## src/rtl/vending_control_if.sv

```systemverilog
// Front-panel / coin-acceptor inputs and transaction report outputs of the vending controller.
interface vending_control_if;
    logic       start;
    logic       done_money;
    logic       cancel;
    logic       continue_buy;
    logic [1:0] item_in;
    logic [2:0] money;
    logic       done;
    logic       end_trans;
    logic [7:0] price;
    logic [7:0] sum_money;
    logic [1:0] item_select;
    logic [2:0] state;

    modport master (
        output start, done_money, cancel, continue_buy, item_in, money,
        input  done, end_trans, price, sum_money, item_select, state
    );

    modport slave (
        input  start, done_money, cancel, continue_buy, item_in, money,
        output done, end_trans, price, sum_money, item_select, state
    );
endinterface

```

## src/rtl/vending_control.sv

```systemverilog
// Vending transaction FSM: item selection with stock check, money accumulation,
// price compare, and a Moore-decoded purchase/refund report in RETURN_CHANGE.
module vending_control #(
    parameter logic [7:0] PRICE0     = 8'd5,
    parameter logic [7:0] PRICE1     = 8'd5,
    parameter logic [7:0] PRICE2     = 8'd10,
    parameter logic [7:0] PRICE3     = 8'd15,
    parameter logic [3:0] STOCK_INIT = 4'd3
) (
    input logic         clk,
    input logic         reset_n,
    vending_control_if.slave bus
);
    typedef enum logic [2:0] {
        IDLE          = 3'd0,
        SELECT        = 3'd1,
        RECEIVE_MONEY = 3'd2,
        COMPARE       = 3'd3,
        PROCESS       = 3'd4,
        RETURN_CHANGE = 3'd5
    } state_t;

    state_t          state_q, state_d;
    logic [7:0]      acc;
    logic [1:0]      item_q;
    logic            purchase;
    logic [3:0][3:0] stock;
    logic [7:0]      item_price;
    logic [8:0]      acc_sum;
    logic            enough_money;
    logic            in_stock;

    function automatic logic [7:0] price_of(input logic [1:0] idx);
        case (idx)
            2'd0:    price_of = PRICE0;
            2'd1:    price_of = PRICE1;
            2'd2:    price_of = PRICE2;
            default: price_of = PRICE3;
        endcase
    endfunction

    assign item_price   = price_of(item_q);
    assign enough_money = (acc >= item_price);
    assign in_stock     = (stock[bus.item_in] != 4'd0);
    assign acc_sum      = {1'b0, acc} + {6'd0, bus.money};

    always_ff @(posedge clk or negedge reset_n) begin
        if (!reset_n) state_q <= IDLE;
        else          state_q <= state_d;
    end

    always_comb begin
        state_d = state_q;
        case (state_q)
            IDLE:          if (bus.start) state_d = SELECT;
            SELECT: begin
                // cancel takes priority over an out-of-stock selection
                if (bus.cancel)    state_d = IDLE;
                else if (in_stock) state_d = RECEIVE_MONEY;
            end
            RECEIVE_MONEY: if (bus.done_money) state_d = COMPARE;
            COMPARE:       state_d = enough_money ? RETURN_CHANGE : PROCESS;
            PROCESS:       state_d = bus.cancel ? RETURN_CHANGE : RECEIVE_MONEY;
            RETURN_CHANGE: state_d = bus.continue_buy ? SELECT : IDLE;
            default:       state_d = IDLE;
        endcase
    end

    always_ff @(posedge clk or negedge reset_n) begin
        if (!reset_n) begin
            acc      <= 8'd0;
            item_q   <= 2'd0;
            purchase <= 1'b0;
            stock    <= {4{STOCK_INIT}};
        end else begin
            case (state_q)
                SELECT: begin
                    acc <= 8'd0;
                    if (!bus.cancel && in_stock) item_q <= bus.item_in;
                end
                RECEIVE_MONEY: acc <= acc_sum[8] ? 8'hFF : acc_sum[7:0];
                COMPARE: begin
                    if (enough_money) begin
                        stock[item_q] <= stock[item_q] - 4'd1;
                        purchase      <= 1'b1;
                    end
                end
                PROCESS: if (bus.cancel) purchase <= 1'b0;
                default: ;
            endcase
        end
    end

    // Report is valid only while the transaction result is being presented
    logic report;
    assign report          = (state_q == RETURN_CHANGE);
    assign bus.state       = state_q;
    assign bus.end_trans   = report;
    assign bus.done        = report && purchase;
    assign bus.sum_money   = report ? acc : 8'd0;
    assign bus.price       = (report && purchase) ? item_price : 8'd0;
    assign bus.item_select = (report && purchase) ? item_q : 2'd0;
endmodule

```

## src/flat_wrapper.sv

```systemverilog
// flat-port wrapper written by rule: the top's interface ports become plain ports
module vending_control_flat 
#(
    parameter logic [7:0] PRICE0     = 8'd5,
    parameter logic [7:0] PRICE1     = 8'd5,
    parameter logic [7:0] PRICE2     = 8'd10,
    parameter logic [7:0] PRICE3     = 8'd15,
    parameter logic [3:0] STOCK_INIT = 4'd3
)
  (clk, reset_n, bus_start, bus_done_money, bus_cancel, bus_continue_buy, bus_item_in, bus_money, bus_done, bus_end_trans, bus_price, bus_sum_money, bus_item_select, bus_state);
  vending_control_if bus_i ();
  input logic clk;
  input logic reset_n;
  input wire logic [$bits(bus_i.start)-1:0] bus_start;
  input wire logic [$bits(bus_i.done_money)-1:0] bus_done_money;
  input wire logic [$bits(bus_i.cancel)-1:0] bus_cancel;
  input wire logic [$bits(bus_i.continue_buy)-1:0] bus_continue_buy;
  input wire logic [$bits(bus_i.item_in)-1:0] bus_item_in;
  input wire logic [$bits(bus_i.money)-1:0] bus_money;
  output wire logic [$bits(bus_i.done)-1:0] bus_done;
  output wire logic [$bits(bus_i.end_trans)-1:0] bus_end_trans;
  output wire logic [$bits(bus_i.price)-1:0] bus_price;
  output wire logic [$bits(bus_i.sum_money)-1:0] bus_sum_money;
  output wire logic [$bits(bus_i.item_select)-1:0] bus_item_select;
  output wire logic [$bits(bus_i.state)-1:0] bus_state;
  assign bus_i.start = bus_start;
  assign bus_i.done_money = bus_done_money;
  assign bus_i.cancel = bus_cancel;
  assign bus_i.continue_buy = bus_continue_buy;
  assign bus_i.item_in = bus_item_in;
  assign bus_i.money = bus_money;
  assign bus_done = bus_i.done;
  assign bus_end_trans = bus_i.end_trans;
  assign bus_price = bus_i.price;
  assign bus_sum_money = bus_i.sum_money;
  assign bus_item_select = bus_i.item_select;
  assign bus_state = bus_i.state;
  vending_control #(.PRICE0(PRICE0), .PRICE1(PRICE1), .PRICE2(PRICE2), .PRICE3(PRICE3), .STOCK_INIT(STOCK_INIT)) u_core (.clk(clk), .reset_n(reset_n), .bus(bus_i));
endmodule
```

## config.mk

```make
export PLATFORM = sky130hd
export DESIGN_NAME = vending_control_flat
export DESIGN_NICKNAME = d
export VERILOG_FILES = /design/src/rtl/vending_control_if.sv /design/src/rtl/vending_control.sv /design/src/flat_wrapper.sv
export SDC_FILE = /design/constraint.sdc
export NUM_CORES = 1
export LEC_CHECK = 0
export ABC_AREA = 1
export CORE_UTILIZATION = 48
export CTS_CLUSTER_SIZE = 16
export DETAILED_ROUTE_END_ITERATION = 8
export PLACE_DENSITY_LB_ADDON = 0.15
export SYNTH_ARGS = -nofsm -noshare
export SYNTH_HDL_FRONTEND = slang
export SYNTH_SLANG_ARGS = --single-unit
```

## constraint.sdc

```tcl
create_clock -name clk -period 1.7 [get_ports clk]
set_clock_uncertainty 0.05 [all_clocks]
set_input_delay 0.255 -clock clk [delete_from_list [all_inputs] [get_ports clk]]
set_output_delay 0.255 -clock clk [all_outputs]
set_load 0.1 [all_outputs]
```

==> insert_results.sql, run 1 <==
INSERT INTO impl_metrics (metric_group, metric, value, unit) VALUES
('grt', 'grt_antenna_before_repair', '0', ''),
('synthesis', 'synth.cell_area', '1980', 'um2'),
('detailed_routing', 'dr_total_vias', '2415', ''),
('clock_network', 'h_tree_lvl_count', '2', ''),
('synthesis', 'netlist_top_cells_area', 'dfrtp_1 28%, nand2_1 16%, dfstp_2 11%', ''),
('synthesis', 'synth_most_common_cell', 'nand2_1', ''),
('power', 'power_leakage', '1.57', 'nW'),
('sta', 'report.final.hold_viol_count', '0', ''),
('sta', 'setup_repair_after_global_routing_missed_its_margin', 'true', ''),
('grt', 'grt_pass1_vias', '1928', ''),
('synthesis', 'ys_dominant_reg_cell', 'dfrtp_1', ''),
('worst_hold_path', 'min_path_type', 'in2async', ''),
('synthesis', 'postSynthRegisterBits', '30', ''),
('run', 'cap_viol_max_count', '0', ''),
('clock_network', 'clock_path_buffers', '2', ''),
('placed_design', 'globalplace.congestion', '0.893', ''),
('grt', 'leftover_overflow_at_the_end_of_global_routing', '0', ''),
('synthesis', 'syn_avg_cell_area', '7.04', 'um2'),
('synthesis', 'synth_top_area_frac', '0.278', ''),
('sta', 'period_minus_slack', '1.93', 'ns'),
('cells_and_area', 'final.fill_count', '160', ''),
('floorplan', 'start_util', '0.521', ''),
('clock_network', 'cts-root-buf', 'clkbuf_8', ''),
('worst_setup_path', 'worstPathMaxFanout', '5', ''),
('placed_design', 'port_buffers', '29', ''),
('cells_and_area', 'number_of_antenna_diodes', '0', ''),
('synthesis', 'synth_cell_types', '27', ''),
('worst_setup_path', 'timing.setup.critical_path_class', 'reg2reg', ''),
('power', 'p_int', '2.92', 'mW'),
('cells_and_area', 'final_area', '3340', 'um2'),
('synthesis', 'synth_area_leader_cell', 'dfrtp_1', ''),
('sta', 'slew_viol_final', '0', ''),
('worst_setup_path', 'crit_path_end_kind', 'flip-flop', ''),
('placed_design', 'dpl.hpwl', '3.77', 'mm'),
('floorplan', 'die-height', '66.2', 'um'),
('sta', 'clock.fmax', '518', 'MHz'),
('cells_and_area', 'syn2layout_area_growth', '69.0', '%'),
('sta', 'worst_hold_margin', '0.318', 'ns'),
('floorplan', 'top_level_ports', '34', ''),
('cells_and_area', 'multiInputGateArea', '1400', 'um2'),
('clock_network', 'cts_inserted_buffers', '5', ''),
('detailed_routing', 'detailedRoute.firstPassIterationCount', '5', ''),
('floorplan', 'floorplan.core_area', '3800', 'um2'),
('sta', 'min_period_over_period', '1.14', ''),
('power', 'seqPwrFrac', '0.214', ''),
('synthesis', 'synth_seq_area_share', '0.384', ''),
('cells_and_area', 'seq_area', '769', 'um2'),
('outcome', 'run_status', 'finished, violations left', ''),
('cells_and_area', 'final-instance-count-excl-fill', '404', ''),
('synthesis', 'synth_enable_flop_cells', '0', ''),
('power', 'comb_power_share', '0.682', ''),
('synthesis', 'synthCells', '281', ''),
('floorplan', 'core.rowCount', '22', ''),
('floorplan', 'die_x', '66.2', 'um'),
('grt', 'grt_start_max_net_pins', '31', ''),
('grt', 'globalRouteTotalUtil', '0.267', ''),
('outcome', 'failed_checks', 'setup timing', ''),
('power', 'total_power', '5.93', 'mW'),
('detailed_routing', 'detail_route.iter0.violations', '329', ''),
('floorplan', 'fp.dieArea', '4380', 'um2'),
('sta', 'timing.final.ws_setup', '-0.230', 'ns'),
('clock_network', 'tritoncts_num_sinks', '30', ''),
('synthesis', 'fraction_of_registers_with_async_set_or_reset_after_synthesis', '1.00', ''),
('placed_design', 'placement.cell_area', '2710', 'um2'),
('clock_network', 'clk_pin_slew', '0.07', 'ns'),
('clock_network', 'clock_tree_from_tritoncts', 'done', ''),
('power', 'power_switching', '3.02', 'mW'),
('detailed_routing', 'drtAntennaViolNets', '0', ''),
('detailed_routing', 'post_drt_wl_per_cell', '18.1', 'um'),
('sta', 'setup_viol', '40', ''),
('detailed_routing', 'detail_route.wirelength', '7.32', 'mm');
-- path summary, 6_finish.rpt --
check / startpoint / endpoint / slack (ns) / cells after the start
setup / recovery: u_core.acc[0] / u_core.acc[2] / -0.23 / 12
hold / removal: reset_n / u_core.acc[3] / 0.32 / 2
setup reg to reg: u_core.acc[0] / u_core.acc[2] / -0.23 / 12
hold reg to reg: u_core.stock[12] / u_core.stock[12] / 0.45 / 2
max in group asynchronous: reset_n / u_core.stock[13] / 0.96 / 2
min in group clk: u_core.stock[12] / u_core.stock[12] / 0.45 / 2
-- layout by cell type (no fill, tap or decap), types with 2 or more instances in the layout --
master / count
clkdlybuf4s50_1: 9
dfrtp_4: 2
inv_1: 22
buf_4: 30
buf_6: 11
buf_12: 21
o22ai_1: 3
nor2_1: 12
or2_2: 3
o21ai_0: 5
o21ai_2: 5
nor3_4: 2
ha_4: 3
conb_1: 4
a21oi_2: 2
inv_2: 14
nand3b_1: 2
nand2_2: 24
a21oi_1: 2
nand3_1: 23
dfrtp_1: 19
nand3_2: 7
nand2_1: 60
o21ai_1: 11
ha_1: 4
nor2_4: 19
clkbuf_8: 6
nor2_2: 2
nand2_4: 4
nand4_1: 4
nand3_4: 3
dfstp_2: 8
-- flip-flops by register name, indices dropped and copies added, names as in the netlist --
register and flops:
u_core.stock 16, u_core.acc 8, u_core.bus.state 3, u_core.item_q 2, u_core.purchase 1
-- per-layer routing --
layer  part of all wire  wire, um  track usage
met2               0.47      3450        0.426
met1               0.39      2840        0.366
met5                  0         0            0
met4              0.034       252       0.0665
met3               0.11       778       0.0569
-- worst max-delay path, cell delays in order (launching register included) --
cell and delay [ns]:
dfrtp_1 0.38, ha_2 0.21, inv_2 0.05, fa_2 0.33, inv_2 0.07, nand2_2 0.07, nand2_2 0.10, nand2_4 0.07
nor2_4 0.14, nand2_4 0.10, o21ai_1 0.11, nand2_1 0.09, o21ai_1 0.09
-- cells by family after synthesis --
logic type / after synthesis / synth area share
AOI/OAI and AO/OA: 28 / 0.0727
xor gates and xnor gates: 1 / 0.00822
adders and majority gates: 9 / 0.0607
buffers and inverters: 46 / 0.101
DFF: 30 / 0.384
other: 1 / 0.00189
and+or+nand+nor: 166 / 0.371
-- metrics by stage --
step | setup TNS, ns | util | setup WS, ns
after floorplan | -25.34 | - | -1.89
after global placement | -3.02 | 0.714 | -0.416
after detailed placement | -3.36 | 0.714 | -0.448
after CTS | -1.85 | 0.780 | -0.154
after global routing | -7.35 | 0.880 | -0.348
final | -4.72 | 0.880 | -0.230
-- timing repair --
action | in CTS | in global routing
setup endpoints to repair | 30 | 38
gates resized for setup | 40 | 68
buffers inserted | 4 | 17
hold buffers | 0 | 0
pin swaps | 12 | 30
-- power groups by stage --
stage               Clock (mW)  Sequential [mW]  Combinational [mW]
CTS                      0.625             1.22                3.05
global placement             0             1.23                2.72
global route             0.657             1.28                4.27
finish                   0.617             1.27                4.04
detailed placement           0             1.24                2.77
floorplan                    0             1.42                1.64
-- area by class of cell --
class                           instances  share of cell area
Clock buffer                            6              0.0247
Multi-Input combinational cell        208               0.419
Tap cell                               48              0.0180
Sequential cell                        30               0.230
Clock inverter                          2             0.00374
Inverter                               38              0.0449
Timing Repair Buffer                   72               0.260
Power figures use the tool's default switching activity.
==> inputs of run 2 (changes only) <==
==> constraint.sdc (replaced) <==
create_clock -name clk -period 1.71 [get_ports clk]
set_clock_uncertainty 0.05 [all_clocks]
set_input_delay 0.2565 -clock clk [delete_from_list [all_inputs] [get_ports clk]]
set_output_delay 0.2565 -clock clk [all_outputs]
set_load 0.1 [all_outputs]
==> run 2 against run 1 <==
- the run still ends with setup timing left
- core utilization up 4.5 points
- combinational power up 7.4%
- via count down 0.12%
- first-iteration DRC count down 7.3%
- clock power up 51%
- cell count up 0.99%
- global-route usage up 3.0 points
- register-to-register slack better by 0.05 ns
- non-clock buffer count up 4
- sequential power about the same
- maximum frequency up 2.1%
- critical path depth down 1
- critical endpoint is now u_core.acc[0]
- highest routed layer unchanged
==> insert_results.sql, run 2 (same netlist as run 1, synthesis figures left out) <==
INSERT INTO impl_metrics (metric_group, metric, value, unit) VALUES
('outcome', 'run_status', 'finished, violations left', ''),
('outcome', 'failed_checks', 'setup timing', ''),
('power', 'total_power', '6.54', 'mW'),
('placed_design', 'globalplace.congestion', '0.878', ''),
('worst_setup_path', 'r2r_setup_slack', '-0.18', 'ns'),
('grt', 'grt_first_pass_wirelength', '9.65', 'mm'),
('cells_and_area', 'layout.cells.most_common', 'nand2_1', ''),
('grt', 'grt_antenna_before_repair', '0', ''),
('grt', 'grt_start_max_net_pins', '31', ''),
('grt', 'globalRouteMet2Util', '0.487', ''),
('clock_network', 'clk_pin_slew', '0.07', 'ns'),
('power', 'comb_power_share', '0.663', ''),
('cells_and_area', 'most-common-layout-cells', '59 x nand2_1, 34 x buf_4, 20 x inv_1, 20 x nand2_2, 20 x nor2_4', ''),
('worst_setup_path', 'worst-endpoint-arrival', '2.04', 'ns'),
('detailed_routing', 'drcViolationCount', '0', ''),
('worst_hold_path', 'min_path_type', 'in2async', ''),
('sta', 'setup_repair_after_global_routing_missed_its_margin', 'true', ''),
('floorplan', 'die-height', '66.2', 'um'),
('detailed_routing', 'detail_route.wirelength', '8.01', 'mm'),
('grt', 'global_routing_met1_resource_utilization', '0.388', ''),
('detailed_routing', 'post_drt_wl_per_cell', '19.6', 'um'),
('power', 'netSwitchingFraction', '0.486', ''),
('grt', 'leftover_overflow_at_the_end_of_global_routing', '0', ''),
('grt', 'grt_pass1_vias', '2097', ''),
('grt', 'gr_util_met3', '0.0672', ''),
('floorplan', 'floorplan.core_area', '3800', 'um2'),
('worst_setup_path', 'critical_path.startpoint_type', 'flip-flop', ''),
('worst_setup_path', 'max_stage_delay', '0.38', 'ns'),
('sta', 'timing.final.ws_setup', '-0.181', 'ns'),
('power', 'power_leakage', '1.64', 'nW'),
('clock_network', 'cts-root-buf', 'clkbuf_8', ''),
('sta', 'slew_viol_final', '0', ''),
('sta', 'clock.fmax', '529', 'MHz'),
('worst_setup_path', 'worstPathMaxFanout', '3', ''),
('placed_design', 'cell_total_after_placement', '378', ''),
('worst_setup_path', 'crit_path_end_kind', 'flip-flop', ''),
('clock_network', 'clock_latency', '0.30', 'ns'),
('sta', 'period_minus_slack', '1.89', 'ns'),
('cells_and_area', 'multiInputGateArea', '1490', 'um2'),
('clock_network', 'h_tree_lvl_count', '2', ''),
('placed_design', 'dpl.hpwl', '3.74', 'mm'),
('grt', 'top_usage_layer', 'met2', ''),
('detailed_routing', 'post_drt_via_cell_ratio', '5.91', ''),
('clock_network', 'clock_path_buffers', '2', ''),
('power', 'powerDensity', '1860', 'nW/um2'),
('cells_and_area', 'syn2layout_area_growth', '77.6', '%'),
('worst_setup_path', 'r2r_end', 'u_core.acc[0]', ''),
('worst_setup_path', 'path_cells', 'ha_2, inv_2, fa_2, inv_2, nand2_4, nand2_4, nand2_4, nor2_4, buf_6, a21oi_2, o22ai_1', ''),
('clock_network', 'tritoncts_num_sinks', '30', ''),
('clock_network', 'cts_inserted_buffers', '5', ''),
('grt', 'globalRouteTotalUtil', '0.296', ''),
('power', 'seqPwrFrac', '0.194', ''),
('cells_and_area', 'largest_register_ffs', '16', ''),
('power', 'max-vdd-ir-drop', '0.00153', 'V'),
('detailed_routing', 'dr_total_vias', '2412', ''),
('clock_network', 'clock_tree_from_tritoncts', 'done', ''),
('worst_setup_path', 'critical_path.reg2reg.startpoint', 'u_core.acc[0]', ''),
('cells_and_area', 'seq_area', '772', 'um2'),
('power', 'clockPowerShare', '0.143', ''),
('sta', 'setup_viol', '37', ''),
('sta', 'min_period_over_period', '1.11', ''),
('worst_setup_path', 'cp_data_required_time', '1.86', 'ns'),
('floorplan', 'fp.dieArea', '4380', 'um2'),
('worst_setup_path', 'cp_common_cell', 'nand2_4', ''),
('sta', 'worst_hold_margin', '0.298', 'ns'),
('floorplan', 'core.rowCount', '22', ''),
('cells_and_area', 'largest-register', 'u_core.stock', ''),
('detailed_routing', 'drtAntennaViolNets', '0', ''),
('floorplan', 'start_util', '0.521', ''),
('detailed_routing', 'detailedRoute.firstPassIterationCount', '7', ''),
('cells_and_area', 'drive_above_1_share', '0.531', ''),
('power', 'p_int', '3.37', 'mW'),
('worst_setup_path', 'crit_path_top_delay_cell', 'dfrtp_1', ''),
('floorplan', 'die_x', '66.2', 'um'),
('power', 'power_switching', '3.18', 'mW'),
('cells_and_area', 'number_of_antenna_diodes', '0', ''),
('sta', 'report.final.hold_viol_count', '0', ''),
('cells_and_area', 'nNetsFinal', '379', ''),
('cells_and_area', 'final-instance-count-excl-fill', '408', ''),
('detailed_routing', 'detail_route.iter0.violations', '305', ''),
('cells_and_area', 'final.fill_count', '136', ''),
('placed_design', 'port_buffers', '29', ''),
('worst_setup_path', 'timing.setup.critical_path_class', 'reg2reg', ''),
('floorplan', 'top_level_ports', '34', ''),
('run', 'cap_viol_max_count', '0', ''),
('worst_setup_path', 'worstRegToRegCells', '11', '');
==> run 2: cell types whose count changed in the layout (fill, tap and decap cells not counted), sizes merged <==
| cell | change |
|---|---|
| bufinv | +2 |
| buf | +4 |
| inv | -1 |
| clkinvlp | -1 |
==> run 2: per-stage QoR <==
stage,TNS (ns),cell area [um2],utilization,worst slack (ns)
after detailed placement,-3.69,2720,0.717,-0.521
after floorplan,-25.20,2080,-,-1.88
after global routing,-7.22,3520,0.926,-0.311
after CTS,-2.20,3090,0.813,-0.136
after global placement,-3.09,2720,0.717,-0.424
final,-4.55,3520,0.926,-0.181
==> run 2: what timing repair did <==
item | in CTS | in global routing
endpoints found under the setup margin | 29 | 41
gates cloned | 0 | 0
setup buffers | 8 | 15
resized for setup | 50 | 88
hold buffers | 0 | 0
pin swaps | 13 | 36
==> run 2: layout make-up <==
class	count	area share
multi-input cells	208	0.425
repair buffers	76	0.252
flip-flops and latches	30	0.220
inverters	38	0.0463
clock buffers	6	0.0235
clock inverters	2	0.0171
well taps	48	0.0171
==> run 2: worst max-delay path, delay by kind of cell (launching register included) <==
family,cells,cell delay [ns]
adders and majority gates,2,0.54
DFF,1,0.38
and+or+nand+nor,4,0.36
buffers and inverters,3,0.25
AOI/OAI and AO/OA,2,0.20
==> run 2: power by group through the flow <==
stage | sequential, mW | combinational [mW] | clock (mW)
after CTS | 1.20 | 3.14 | 0.907
after global placement | 1.22 | 2.72 | 0
after detailed placement | 1.22 | 2.78 | 0
after global routing | 1.29 | 4.54 | 0.951
final | 1.27 | 4.34 | 0.933
after floorplan | 1.41 | 1.63 | 0
==> run 2: worst max-delay path by stage <==
stage	start	to	slack (ns)	depth (start not counted)
2_1_floorplan	u_core.bus.state[0]	bus_price[2]	-1.88	7
3_5_place_dp	bus_money[0]	u_core.acc[2]	-0.52	13
3_3_place_gp	bus_money[0]	u_core.acc[2]	-0.42	13
6_report	u_core.acc[0]	u_core.acc[0]	-0.18	11
4_1_cts	u_core.bus.state[2]	bus_price[0]	-0.14	7
5_1_grt	u_core.acc[0]	u_core.acc[0]	-0.31	11
==> run 2: layer usage <==
metal  vias to the layer above  routed length, um
li1                       1042                  -
met1                      1149               3120
met2                       173               3860
met4                         0                325
met5                         -                  0
met3                        48                699
